**src/rtl/example_pkg.sv**
```systemverilog
// Shared types and constants for the delta decoder: the decoded step record
// and the two-state sampling FSM.
package example_pkg;

  localparam int REC_W     = 4;
  localparam int REC_GAP_W = 4;

  // Midpoint delta; a step of exactly this size cannot be told apart from its negation.
  localparam logic [REC_W-1:0] HALF = {1'b1, {(REC_W-1){1'b0}}};

  typedef struct packed {
    logic                 dir;
    logic                 amb;
    logic [REC_W-1:0]     mag;
    logic [REC_GAP_W-1:0] gap;
  } delta_rec_t;

  typedef enum logic {PRIME, TRACK} state_t;

endpackage

```
**src/rtl/example_rec_fifo.sv**
```systemverilog
// Generic synchronous FIFO with a combinational head read; a push into a full
// FIFO is accepted only when a pop happens in the same cycle.
module example_rec_fifo #(
  parameter int  DEPTH = 4,
  parameter type T     = logic
) (
  input  logic                   clk,
  input  logic                   rst_n,
  input  logic                   push,
  input  T                       push_data,
  input  logic                   pop,
  output T                       head,
  output logic                   full,
  output logic                   empty,
  output logic [$clog2(DEPTH):0] level
);

  localparam int AW = $clog2(DEPTH);

  T               mem [DEPTH];
  logic [AW-1:0]  wr_ptr_reg;
  logic [AW-1:0]  rd_ptr_reg;
  logic [AW:0]    count_reg;
  logic           pop_ok;
  logic           push_ok;

  assign empty   = (count_reg == '0);
  assign full    = (count_reg == (AW+1)'(DEPTH));
  assign pop_ok  = pop && !empty;
  assign push_ok = push && (!full || pop_ok);
  assign head    = mem[rd_ptr_reg];
  assign level   = count_reg;

  always_ff @(posedge clk) begin
    if (push_ok) mem[wr_ptr_reg] <= push_data;
  end

  // DEPTH is a power of two, so the pointers wrap naturally.
  always_ff @(posedge clk or negedge rst_n) begin
    if (!rst_n) begin
      wr_ptr_reg <= '0;
      rd_ptr_reg <= '0;
      count_reg  <= '0;
    end else begin
      if (push_ok) wr_ptr_reg <= wr_ptr_reg + AW'(1);
      if (pop_ok)  rd_ptr_reg <= rd_ptr_reg + AW'(1);
      case ({push_ok, pop_ok})
        2'b10:   count_reg <= count_reg + (AW+1)'(1);
        2'b01:   count_reg <= count_reg - (AW+1)'(1);
        default: count_reg <= count_reg;
      endcase
    end
  end

endmodule

```
**src/rtl/example_delta_decoder.sv**
```systemverilog
// Recovers step records (direction, magnitude, idle gap) from successive
// accumulator samples and queues them behind a valid/ready port.
module example_delta_decoder
  import example_pkg::*;
#(
  parameter int W     = REC_W,
  parameter int DEPTH = 4,
  parameter int GAP_W = REC_GAP_W
) (
  input  logic                   clk,
  input  logic                   rst_n,
  input  logic                   en,
  input  logic [W-1:0]           acc,
  output logic                   m_valid,
  input  logic                   m_ready,
  output logic                   m_dir,
  output logic [W-1:0]           m_mag,
  output logic [GAP_W-1:0]       m_gap,
  output logic                   m_amb,
  output logic [$clog2(DEPTH):0] level,
  output logic                   ovf,
  input  logic                   clr_ovf
);

  state_t           state_reg, state_next;
  logic [W-1:0]     prev_reg, prev_next;
  logic [GAP_W-1:0] gap_reg, gap_next;
  logic             ovf_reg;
  logic [W-1:0]     d;
  logic             rec_push;
  delta_rec_t       rec;
  delta_rec_t       head;
  logic             full;
  logic             empty;
  logic             pop_fire;
  logic             drop;

  always_ff @(posedge clk or negedge rst_n) begin
    if (!rst_n) begin
      state_reg <= PRIME;
      prev_reg  <= '0;
      gap_reg   <= '0;
    end else begin
      state_reg <= state_next;
      prev_reg  <= prev_next;
      gap_reg   <= gap_next;
    end
  end

  always_comb begin
    state_next = state_reg;
    prev_next  = prev_reg;
    gap_next   = gap_reg;
    rec_push   = 1'b0;
    rec        = '0;
    d          = acc - prev_reg;
    if (en) begin
      prev_next = acc;
      case (state_reg)
        PRIME: state_next = TRACK;
        TRACK: begin
          if (d == '0) begin
            if (gap_reg != '1) gap_next = gap_reg + GAP_W'(1);
          end else begin
            rec_push = 1'b1;
            gap_next = '0;
            rec.gap  = gap_reg;
            // Deltas above the midpoint are decrements in modular terms.
            if (d > HALF) begin
              rec.dir = 1'b0;
              rec.mag = '0 - d;
            end else begin
              rec.dir = 1'b1;
              rec.mag = d;
              rec.amb = (d == HALF);
            end
          end
        end
        default: state_next = PRIME;
      endcase
    end
  end

  example_rec_fifo #(
    .DEPTH (DEPTH),
    .T     (delta_rec_t)
  ) u_fifo (
    .clk       (clk),
    .rst_n     (rst_n),
    .push      (rec_push),
    .push_data (rec),
    .pop       (pop_fire),
    .head      (head),
    .full      (full),
    .empty     (empty),
    .level     (level)
  );

  assign m_valid  = !empty;
  assign pop_fire = m_valid && m_ready;
  assign drop     = rec_push && full && !pop_fire;

  // Fields read as zero while empty so the reset state is well defined.
  assign m_dir = m_valid ? head.dir : 1'b0;
  assign m_amb = m_valid ? head.amb : 1'b0;
  assign m_mag = m_valid ? head.mag : '0;
  assign m_gap = m_valid ? head.gap : '0;

  always_ff @(posedge clk or negedge rst_n) begin
    if (!rst_n)       ovf_reg <= 1'b0;
    else if (drop)    ovf_reg <= 1'b1;
    else if (clr_ovf) ovf_reg <= 1'b0;
  end

  assign ovf = ovf_reg;

endmodule

```
**config.mk**
```make
export PLATFORM = sky130hd
export DESIGN_NAME = example_delta_decoder
export DESIGN_NICKNAME = d
export VERILOG_FILES = /design/src/rtl/example_pkg.sv /design/src/rtl/example_rec_fifo.sv /design/src/rtl/example_delta_decoder.sv
export SDC_FILE = /design/constraint.sdc
export NUM_CORES = 1
export LEC_CHECK = 0
export ABC_AREA = 1
export CAP_MARGIN = 30
export CORE_AREA = 2 2 80 82
export DETAILED_ROUTE_END_ITERATION = 8
export DIE_AREA = 0 0 82 84
export PLACE_DENSITY = 0.63
export SYNTH_ARGS = -nofsm -noshare
export SYNTH_HDL_FRONTEND = slang
export SYNTH_SLANG_ARGS = --single-unit
export TNS_END_PERCENT = 30
```
**constraint.sdc**
```tcl
create_clock -name clk -period 6.2 [get_ports clk]
set_clock_uncertainty 0.15 [all_clocks]
set_input_delay 0.93 -clock clk [delete_from_list [all_inputs] [get_ports clk]]
set_output_delay 0.93 -clock clk [all_outputs]
set_load 0.03 [all_outputs]
```
==> results.py <==
metrics = {
    "pwr": {
        "pwr-share-seq_pct": 38.3,
        "switching_share_pct": 40.2,
        "p_switching_w": 0.000584,
        "p_int_w": 0.000870,
        "power.density_nw_per_um2": 464,
        "clkPwrFrac_pct": 18.8,
        "peakVddDrop_mv": 0.214,
        "pwr-share-comb_pct": 42.9,
        "leakage_nw": 1.27,
    },
    "job": {
        "maxCapViolations": 0,
    },
    "clock_tree": {
        "cts-hold-fix-buffers": 0,
        "clk_latency_ps": 330,
        "path_clk_slew_ps": 60,
        "numCtsBuffers": 9,
        "cts_tree": "yes",
        "cts-resized-gates": 0,
        "root_buffer": "clkbuf_8",
        "h-tree-depth": 3,
        "clock_path_buffers": 2,
        "clkSinkCount": 57,
        "post_cts_buffers": 0,
    },
    "setup_path": {
        "cp-start-kind": "register",
        "path_cells": "inv_1 -> o21ai_0 -> a21oi_1 -> clkdlybuf4s50_1",
        "endpoint_kind": "primary output",
        "crit_type": "reg -> out",
        "r2r_end": "u_fifo.level[2]",
        "r2r-start": "prev_reg[0]",
        "cp-startpoint": "u_fifo.rd_ptr_reg[0]",
        "required_ps": 5120,
        "reg2regPathDepth": 15,
        "crit_fanout": 23,
        "r2r_setup_slack_ps": 3090,
        "arrival_ps": 2820,
        "cpPeakStageDelay_ps": 860,
        "cp_slowest_cell": "dfrtp_1",
    },
    "place": {
        "numPortBuffers": 23,
        "dp_hpwl_mm": 3.34,
        "place.gp.congestion": 0.760,
        "place_ws_ps": 2030,
    },
    "global_route": {
        "grt_first_pass_wirelength_mm": 8.00,
        "grt_max_degree": 24,
        "grt_util_all_layers_pct": 16.2,
        "grt_pass1_vias": 1720,
        "grt_antenna_before_repair": 0,
        "grt_overflow": 0,
    },
    "route": {
        "routed_wl_mm": 4.77,
        "met1_length_mm": 2.20,
        "first_iter_violations": 139,
        "dr_wl_met2_mm": 2.32,
        "drcViolationCount": 0,
        "drtPass1Iterations": 4,
        "wl_per_cell_um": 12.7,
        "wl_met3_um": 160,
        "vias": 1772,
        "antenna_left": 0,
        "routed.top_layer": "met4",
        "vias_per_cell": 4.73,
    },
    "layout": {
        "multiInputGateArea_sq_um": 896,
        "layout_common_cells": "nor2_1, edfxtp_1, inv_1, nand2_1, o21ai_0",
        "fillCellCount": 563,
        "area.growth.synth_to_final_pct": 16.3,
        "largest_register_ffs": 40,
        "seqCellArea_sq_um": 1630,
        "final_common_cell": "nor2_1",
        "nets": 314,
        "diodes": 0,
        "drive_gt1_share_pct": 6.71,
    },
    "sta": {
        "relSlewSlack_pct": 40.2,
        "fmax_ghz": 0.257,
        "hold_viol_final": 0,
        "tightestPinTransition_ps": 894,
        "min_period_ps": 3900,
        "finalSetupViolations": 0,
        "finalMaxSlewViolations": 0,
        "setup-tns-final_ps": 0,
        "rsz0062_at_grt": "no",
        "min_period_over_period_pct": 62.8,
        "fin_ws_ps": 2300,
    },
    "run_status": {
        "status": "complete, no violations",
    },
    "yosys": {
        "synth-seq-cells": 57,
        "netlist_instances": 267,
        "synth_cell_type_count": 25,
        "synth_area_sq_um": 2700,
        "yosysWarnings": 0,
        "syn_area_per_cell_sq_um": 10.1,
        "syn_nets": 288,
        "ys_seq_area_share_pct": 60.3,
    },
    "floorplanning": {
        "die_h_um": 84,
        "fp.coreArea_sq_um": 6100,
        "die_x_um": 82,
        "rows": 29,
        "dieArea_sq_um": 6890,
        "start_util_pct": 44.2,
        "io_pins": 24,
    },
    "min_path": {
        "worstHoldStart": "ovf",
        "worst_hold_path_type": "reg -> reg",
        "min_path_cells": 2,
        "holdPathEnd": "ovf",
    },
}
[cells by family after synthesis]
logic type | count (synthesis) | share of synthesized area, %
AND/OR/NAND/NOR | 109 | 17.5
flip-flops | 57 | 60.3
buffers and inverters | 42 | 6.45
AO/OA/AOI/OAI | 41 | 7.61
adder cells (fa/ha/maj) | 12 | 6.13
XOR/XNOR | 6 | 1.95
[worst max-delay path: cells and delay by family, from the launching register on]
kind | cells | cell delay [ps]
buffers and inverters | 2 | 1130
flip-flops | 1 | 860
AO/OA/AOI/OAI | 2 | 490
[final cells by class]
cell class              instances  area share (%)
clock buffers                  11            4.19
clock inverters                 5           0.718
inverters                      34            4.23
multi-input cells             168            28.6
flip-flops and latches         57            51.9
well taps                      77            3.07
repair buffers                 23            7.34
[metal layers]
metal / vias up / track usage, %
li1: 934 / -
met1: 795 / 20.8
met4: 0 / 8.18
met5: - / 0
met2: 34 / 24.8
met3: 9 / 4.33
[cell usage after synthesis]
master    number  area share [%]
o21ai_1        1            0.19
inv_6          1            0.32
clkbuf_1       4            0.56
inv_1         32             4.5
dfrtp_1       17              16
nand2_4        2            0.84
nor2_1        59             8.2
nor3_1         2            0.37
nor2_4         1            0.42
a21oi_1       15             2.8
xnor2_1        2            0.65
nand3_1        7             1.3
nand4_1        4            0.93
inv_2          1            0.14
fa_1           2             1.5
xor2_1         4             1.3
nand2_1       29             4.0
ha_1          10             4.6
buf_6          1            0.42
o21ai_0       25             4.6
nand2_2        2            0.46
nand3_2        2            0.74
edfxtp_1      40              45
or2_2          1            0.23
buf_2          3            0.56
[power by group through the flow]
stage / sequential [W] / combinational (W) / clock [W]
detailed placement: 0.000564 / 0.000630 / 0
finish: 0.000557 / 0.000623 / 0.000274
global route: 0.000567 / 0.000696 / 0.000299
global placement: 0.000563 / 0.000616 / 0
floorplan: 0.000551 / 0.000423 / 0
CTS: 0.000558 / 0.000632 / 0.000281
[how the worst max path moves through the flow]
stage | end | slack, ps
after CTS | m_mag[3] | 2300
after global placement | u_fifo.level[2] | 2140
after floorplan | u_fifo.level[2] | 2690
after global routing | u_fifo.level[2] | 2100
after detailed placement | u_fifo.level[2] | 2030
final | m_mag[3] | 2300
[stage by stage]
step	hold slack, ps	instance area, sq um	instances	total power [W]	utilization, %
2_1_floorplan	342	2700	267	0.000974	-
6_report	339	3140	375	0.00145	51.4
4_1_cts	345	3140	375	0.00147	51.4
3_3_place_gp	323	2980	359	0.00118	48.9
3_5_place_dp	329	2980	359	0.00119	48.9
5_1_grt	376	3140	375	0.00156	51.4
Power figures use the tool's default switching activity.
